**config.mk**
```make
export PLATFORM = sky130hd
export DESIGN_NAME = trng_word_fifo
export DESIGN_NICKNAME = d
export VERILOG_FILES = /design/src/rtl/trng_pkg.sv /design/src/rtl/trng_sync_fifo.sv /design/src/rtl/trng_word_fifo.sv
export SDC_FILE = /design/constraint.sdc
export NUM_CORES = 1
export LEC_CHECK = 0
export ABC_AREA = 1
export BUFFER_PORTS_ARGS = -buffer_cell sky130_fd_sc_hd__buf_2
export CAP_MARGIN = 20
export CELL_PAD_IN_SITES_DETAIL_PLACEMENT = 1
export CELL_PAD_IN_SITES_GLOBAL_PLACEMENT = 1
export CORE_ASPECT_RATIO = 0.9
export CORE_MARGIN = 2
export CORE_UTILIZATION = 40
export CTS_BUF_LIST = sky130_fd_sc_hd__clkbuf_8
export DETAILED_ROUTE_END_ITERATION = 10
export HOLD_SLACK_MARGIN = 0.08
export PLACE_DENSITY = 0.69
export SKIP_LAST_GASP = 1
export SYNTH_ARGS = -nofsm -noshare
export SYNTH_HDL_FRONTEND = slang
export SYNTH_SLANG_ARGS = --single-unit
```
**constraint.sdc**
```tcl
create_clock -name clk -period 4.78 [get_ports clk]
set_clock_uncertainty 0.05 [all_clocks]
set_input_delay 1.195 -clock clk [delete_from_list [all_inputs] [get_ports clk]]
set_output_delay 1.195 -clock clk [all_outputs]
set_load 0.01 [all_outputs]
```
**src/rtl/trng_pkg.sv**
```systemverilog
// trng_pkg: shared defaults and helpers for the TRNG word collector.
//   DEF_WORD_W      default output word width
//   DEF_FIFO_DEPTH  default number of buffered words
//   DEF_DROP_CNT_W  default width of the dropped-word counter
//   level_w()       width of a 0..depth occupancy count
package trng_pkg;

  localparam int DEF_WORD_W     = 32;
  localparam int DEF_FIFO_DEPTH = 4;
  localparam int DEF_DROP_CNT_W = 16;

  // One extra bit so that a completely full FIFO (level == depth) fits.
  function automatic int level_w(input int depth);
    return $clog2(depth) + 1;
  endfunction

endpackage

```
**src/rtl/trng_sync_fifo.sv**
```systemverilog
// trng_sync_fifo: first-word-fall-through synchronous FIFO.
// Ports:
//   clk, rst_n    rising-edge clock, synchronous active-low reset
//   i_push        write request; taken when not full, or full with a pop
//   i_push_data   word to write
//   i_pop         read request; ignored when empty
//   o_pop_data    head word; holds the last shown word while empty
//   o_full        level == DEPTH
//   o_empty       level == 0
//   o_level       words held, 0..DEPTH
module trng_sync_fifo
  import trng_pkg::*;
#(
  parameter int WIDTH = DEF_WORD_W,
  parameter int DEPTH = DEF_FIFO_DEPTH
) (
  input  logic                      clk,
  input  logic                      rst_n,
  input  logic                      i_push,
  input  logic [WIDTH-1:0]          i_push_data,
  input  logic                      i_pop,
  output logic [WIDTH-1:0]          o_pop_data,
  output logic                      o_full,
  output logic                      o_empty,
  output logic [level_w(DEPTH)-1:0] o_level
);

  localparam int PTR_W = $clog2(DEPTH);
  localparam int LVL_W = level_w(DEPTH);

  logic [WIDTH-1:0] r_mem [DEPTH];
  logic [PTR_W-1:0] r_wr_ptr;
  logic [PTR_W-1:0] r_rd_ptr;
  logic [LVL_W-1:0] r_level;
  logic [WIDTH-1:0] r_last;

  logic             w_pop;
  logic             w_wr;
  logic [WIDTH-1:0] w_head;

  assign o_empty = (r_level == '0);
  assign o_full  = (r_level == LVL_W'(DEPTH));
  assign w_pop   = i_pop & ~o_empty;
  // A full FIFO still accepts a write when the head leaves on the same edge.
  assign w_wr    = i_push & (~o_full | w_pop);

  // While empty the output replays the last word shown, so it never shows
  // an unwritten slot.
  assign w_head     = o_empty ? r_last : r_mem[r_rd_ptr];
  assign o_pop_data = w_head;
  assign o_level    = r_level;

  always_ff @(posedge clk) begin
    if (w_wr) begin
      r_mem[r_wr_ptr] <= i_push_data;
    end
  end

  // Pointers wrap naturally because DEPTH is a power of two.
  always_ff @(posedge clk) begin
    if (!rst_n) begin
      r_wr_ptr <= '0;
      r_rd_ptr <= '0;
      r_level  <= '0;
      r_last   <= '0;
    end else begin
      r_last <= w_head;
      if (w_wr)  r_wr_ptr <= r_wr_ptr + 1'b1;
      if (w_pop) r_rd_ptr <= r_rd_ptr + 1'b1;
      case ({w_wr, w_pop})
        2'b10:   r_level <= r_level + 1'b1;
        2'b01:   r_level <= r_level - 1'b1;
        default: r_level <= r_level;
      endcase
    end
  end

endmodule

```
**src/rtl/trng_word_fifo.sv**
```systemverilog
// trng_word_fifo: packs raw entropy bits MSB-first into WORD_W-bit words and
// buffers finished words in a FWFT FIFO with a valid/ready read side.
// Optional build macro: TRNG_VN_DEBIAS_EN adds a von Neumann corrector in
// front of the accumulator.
// Ports:
//   clk, rst_n   rising-edge clock, synchronous active-low reset
//   enable       collection enable; low clears the partial word only
//   bit_in       raw entropy bit, qualified by bit_valid
//   data_out     head-of-FIFO word (MSB = oldest bit)
//   data_valid   FIFO not empty
//   data_ready   consumer takes data_out this cycle
//   fifo_level   words held, 0..FIFO_DEPTH
//   drop_count   saturating count of words lost to a full FIFO
//   busy         partial word in the accumulator
module trng_word_fifo
  import trng_pkg::*;
#(
  parameter int WORD_W     = DEF_WORD_W,
  parameter int FIFO_DEPTH = DEF_FIFO_DEPTH,
  parameter int DROP_CNT_W = DEF_DROP_CNT_W
) (
  input  logic                           clk,
  input  logic                           rst_n,
  input  logic                           enable,
  input  logic                           bit_in,
  input  logic                           bit_valid,
  output logic [WORD_W-1:0]              data_out,
  output logic                           data_valid,
  input  logic                           data_ready,
  output logic [level_w(FIFO_DEPTH)-1:0] fifo_level,
  output logic [DROP_CNT_W-1:0]          drop_count,
  output logic                           busy
);

  localparam int CNT_W = $clog2(WORD_W);

  logic              w_raw;
  logic              w_acc_vld;
  logic              w_acc_bit;
  logic              w_push;
  logic              w_full;
  logic              w_empty;
  logic              w_drop;
  logic [WORD_W-1:0] w_word;

  logic [WORD_W-1:0]     r_acc;
  logic [CNT_W-1:0]      r_cnt;
  logic [DROP_CNT_W-1:0] r_drop;

  assign w_raw = enable & bit_valid;

`ifdef TRNG_VN_DEBIAS_EN
  logic r_pair_have;
  logic r_pair_bit;

  // Second bit of a pair: differing bits emit the first bit (01->0, 10->1).
  assign w_acc_vld = w_raw & r_pair_have & (r_pair_bit != bit_in);
  assign w_acc_bit = r_pair_bit;

  always_ff @(posedge clk) begin
    if (!rst_n || !enable) begin
      r_pair_have <= 1'b0;
      r_pair_bit  <= 1'b0;
    end else if (w_raw) begin
      r_pair_have <= ~r_pair_have;
      if (!r_pair_have) r_pair_bit <= bit_in;
    end
  end
`else
  assign w_acc_vld = w_raw;
  assign w_acc_bit = bit_in;
`endif

  assign w_word = {r_acc[WORD_W-2:0], w_acc_bit};
  assign w_push = w_acc_vld & (r_cnt == CNT_W'(WORD_W - 1));
  // Drop only when full and the head is not leaving on this edge.
  assign w_drop = w_push & w_full & ~(data_ready & ~w_empty);

  always_ff @(posedge clk) begin
    if (!rst_n || !enable) begin
      r_acc <= '0;
      r_cnt <= '0;
    end else if (w_acc_vld) begin
      r_acc <= w_word;
      r_cnt <= w_push ? '0 : r_cnt + 1'b1;
    end
  end

  always_ff @(posedge clk) begin
    if (!rst_n) begin
      r_drop <= '0;
    end else if (w_drop && (r_drop != '1)) begin
      r_drop <= r_drop + 1'b1;
    end
  end

  trng_sync_fifo #(
    .WIDTH (WORD_W),
    .DEPTH (FIFO_DEPTH)
  ) u_fifo (
    .clk         (clk),
    .rst_n       (rst_n),
    .i_push      (w_push),
    .i_push_data (w_word),
    .i_pop       (data_ready),
    .o_pop_data  (data_out),
    .o_full      (w_full),
    .o_empty     (w_empty),
    .o_level     (fifo_level)
  );

  assign data_valid = ~w_empty;
  assign busy       = (r_cnt != '0);
  assign drop_count = r_drop;

endmodule

```
==> results.toml <==
[global_routing]
antenna_found_initial = 0
grt_overflow_total = 0
track_usage = 0.184
grt_pass1_vias = 6322
grt_pass1_wl_um = 33200
grt_max_degree = 65

[place]
gp_congestion = 0.739
portBuffers = 58
dp_slack_ns = 1.25
dp_hpwl_um = 12400
post-place-cells = 1200

[setup_path]
crit_end = "data_out[29]"
rr_worst_depth = 14
crit_type = "reg2out"
cp_data_arrival_time_ns = 2.21
end_kind = "output port"
worstReg2RegStart = "r_cnt[1]"
cp.required_ns = 3.53
regToRegSetupSlack_ns = 2.15
r2r_end = "u_fifo.o_level[2]"
critPathLaunchType = "flip-flop"
path_max_fanout = 64

[power]
power.leakage_nw = 3.97
vdd_drop_max_v = 0.000159
powerDensity_mw_per_mm2 = 367
report.power.total_mw = 3.66

[die]
core_area_mm2 = 0.0215
initial_core_util = 0.405
dieHeight_um = 144
die_x_um = 160
die_area_mm2 = 0.0230
rows = 51
ios = 59

[logic_synthesis]
avgSynthCellArea_um2 = 9.88
ys_seq_elements = 221
ys_top_cells_by_area = "edfxtp_1, dfxtp_1, nor2_1"
synth_top_family_by_area = "simple AND/OR/NAND/NOR gates"
synthAdderAreaFrac = 0.0152
yosys_warnings = 0
synth_simple_gate_area_share = 0.164
yosysTopAreaCell = "edfxtp_1"
synth-compound-area-share = 0.120
syn_area_mm2 = 0.00871
synthXorXnorAreaFrac = 0.00402
synth_seq_area_share = 0.655
muxShareOfSynthArea = 0
synth_nets = 898
synth_cell_type_count = 29
syn_inst = 882
netlist.area_leader.share = 0.441

[cts]
htree_num_levels = 2
post-cts-setup-buffer-count = 0
clockRootBuffer = "clkbuf_8"
insertion_delay_ns = 0.54
cts_tree = "yes"
clk_path_buf_depth = 3
clkTransAtPathRegs_ns = 0.06
numCtsBuffers = 39
cts.repair.resized = 0
cts.hold.buffers_added = 0
cts_sinks = 221

[detailed_routing]
dr_total_vias = 6323
postRouteAntennaNets = 0
firstDrtPassIters = 4
wl_per_cell_um = 16.4
routed_wl_um = 20800
viasPerCell = 4.97
drc_errors = 0
drtIter0Drc = 281

[sta]
drv_slew = 0
slew_headroom = 0.334
fin_crit_sh = 0.722
max_freq_mhz = 290
finalSetupViolations = 0
rsz0062_at_grt = "false"
worst_pin_slew_ns = 0.998
fin_crit_ns = 3.45
setup_tns_ns = 0
fin_ws_ns = 1.33
finalHoldViolations = 0

[final_layout]
drive_above_1_share = 0.138
nets = 966
area_growth_syn_to_layout_pct = 14.5
final_cells = 1271
n_antenna_cell = 0
final_common_cell = "nor2_1"
final_cell_mix = "nor2_1, nand2_1, edfxtp_1"
final_core_util = 0.464

[status]
status = "finished clean"

[hold_path]
worstHoldPathType = "reg2reg"

[run]
max_cap_viol_count = 0
registers in the layout, indices dropped and copies added (netlist names), named ones only:
register,flops
drop_count,16
r_acc,31
r_cnt,5
u_fifo.o_level,3
u_fifo.r_last,32
u_fifo.r_mem,128
u_fifo.r_rd_ptr,2
u_fifo.r_wr_ptr,2
synth_stat cells, drive strengths merged:
library cell	instances
inv	41
xnor2	1
clkbuf	22
fa	1
buf	20
o22ai	1
nand4	10
nor3	1
nor2	184
o21ai	141
a21oi	61
nand3	11
clkinv	1
xor2	3
edfxtp	128
nand3b	1
ha	9
dfxtp	93
a31oi	5
nand2	148
report_power, final:
group / internal [mW] / switching (mW) / leakage, nW
Clock: 0.842 / 0.741 / 0.433
Sequential: 2.01 / 0.0131 / 1.97
Combinational: 0.0126 / 0.0398 / 1.57
how the worst min path moves through the flow:
stage                             startpoint  cells past startpoint  slack [ns]           endpoint
after global routing       u_fifo.r_last[12]                      2        0.45  u_fifo.r_last[12]
after global placement    u_fifo.r_rd_ptr[1]                      2        0.40          flip-flop
after CTS                 u_fifo.r_rd_ptr[1]                      2        0.42          flip-flop
after detailed placement    u_fifo.r_last[0]                      2        0.41   u_fifo.r_last[0]
after floorplan           u_fifo.r_rd_ptr[1]                      2        0.39          flip-flop
final                     u_fifo.r_rd_ptr[1]                      2        0.41          flip-flop
layer usage:
metal / GRT usage / part of all wire
met1: 0.235 / 0.46
met2: 0.319 / 0.48
met3: 0.0341 / 0.042
met4: 0.0584 / 0.016
met5: 0 / 0
cell type report:
class	instances	area, um2
clock buffers	41	564
flip-flops and latches	221	5710
well taps	291	364
multi-input cells	577	2660
fillers	2479	11500
inverters	42	158
clock inverters	30	139
repair buffers	69	385
through the flow:
step	instance area, um2	hold WS [ns]
2_1_floorplan	8710	0.392
3_3_place_gp	9250	0.401
3_5_place_dp	9270	0.414
4_1_cts	9980	0.419
5_1_grt	9980	0.449
6_report	9980	0.415
cells by family (layout without fill, tap and decap cells):
group / Yosys count / after routing
adder cells (fa/ha/maj): 10 / 10
flip-flops: 221 / 221
buffers and inverters: 84 / 182
XOR/XNOR: 4 / 4
AO/OA/AOI/OAI: 208 / 208
AND/OR/NAND/NOR: 355 / 355
worst max-delay path, stage by stage (launching register included):
cell,delay [ns]
dfxtp_2,0.33
buf_4,0.54
nor2_1,0.14
nor2_1,0.14
o21ai_1,0.09
o21ai_1,0.13
nand2_1,0.10
nand2_1,0.08
buf_2,0.13
Power figures use the tool's default switching activity.
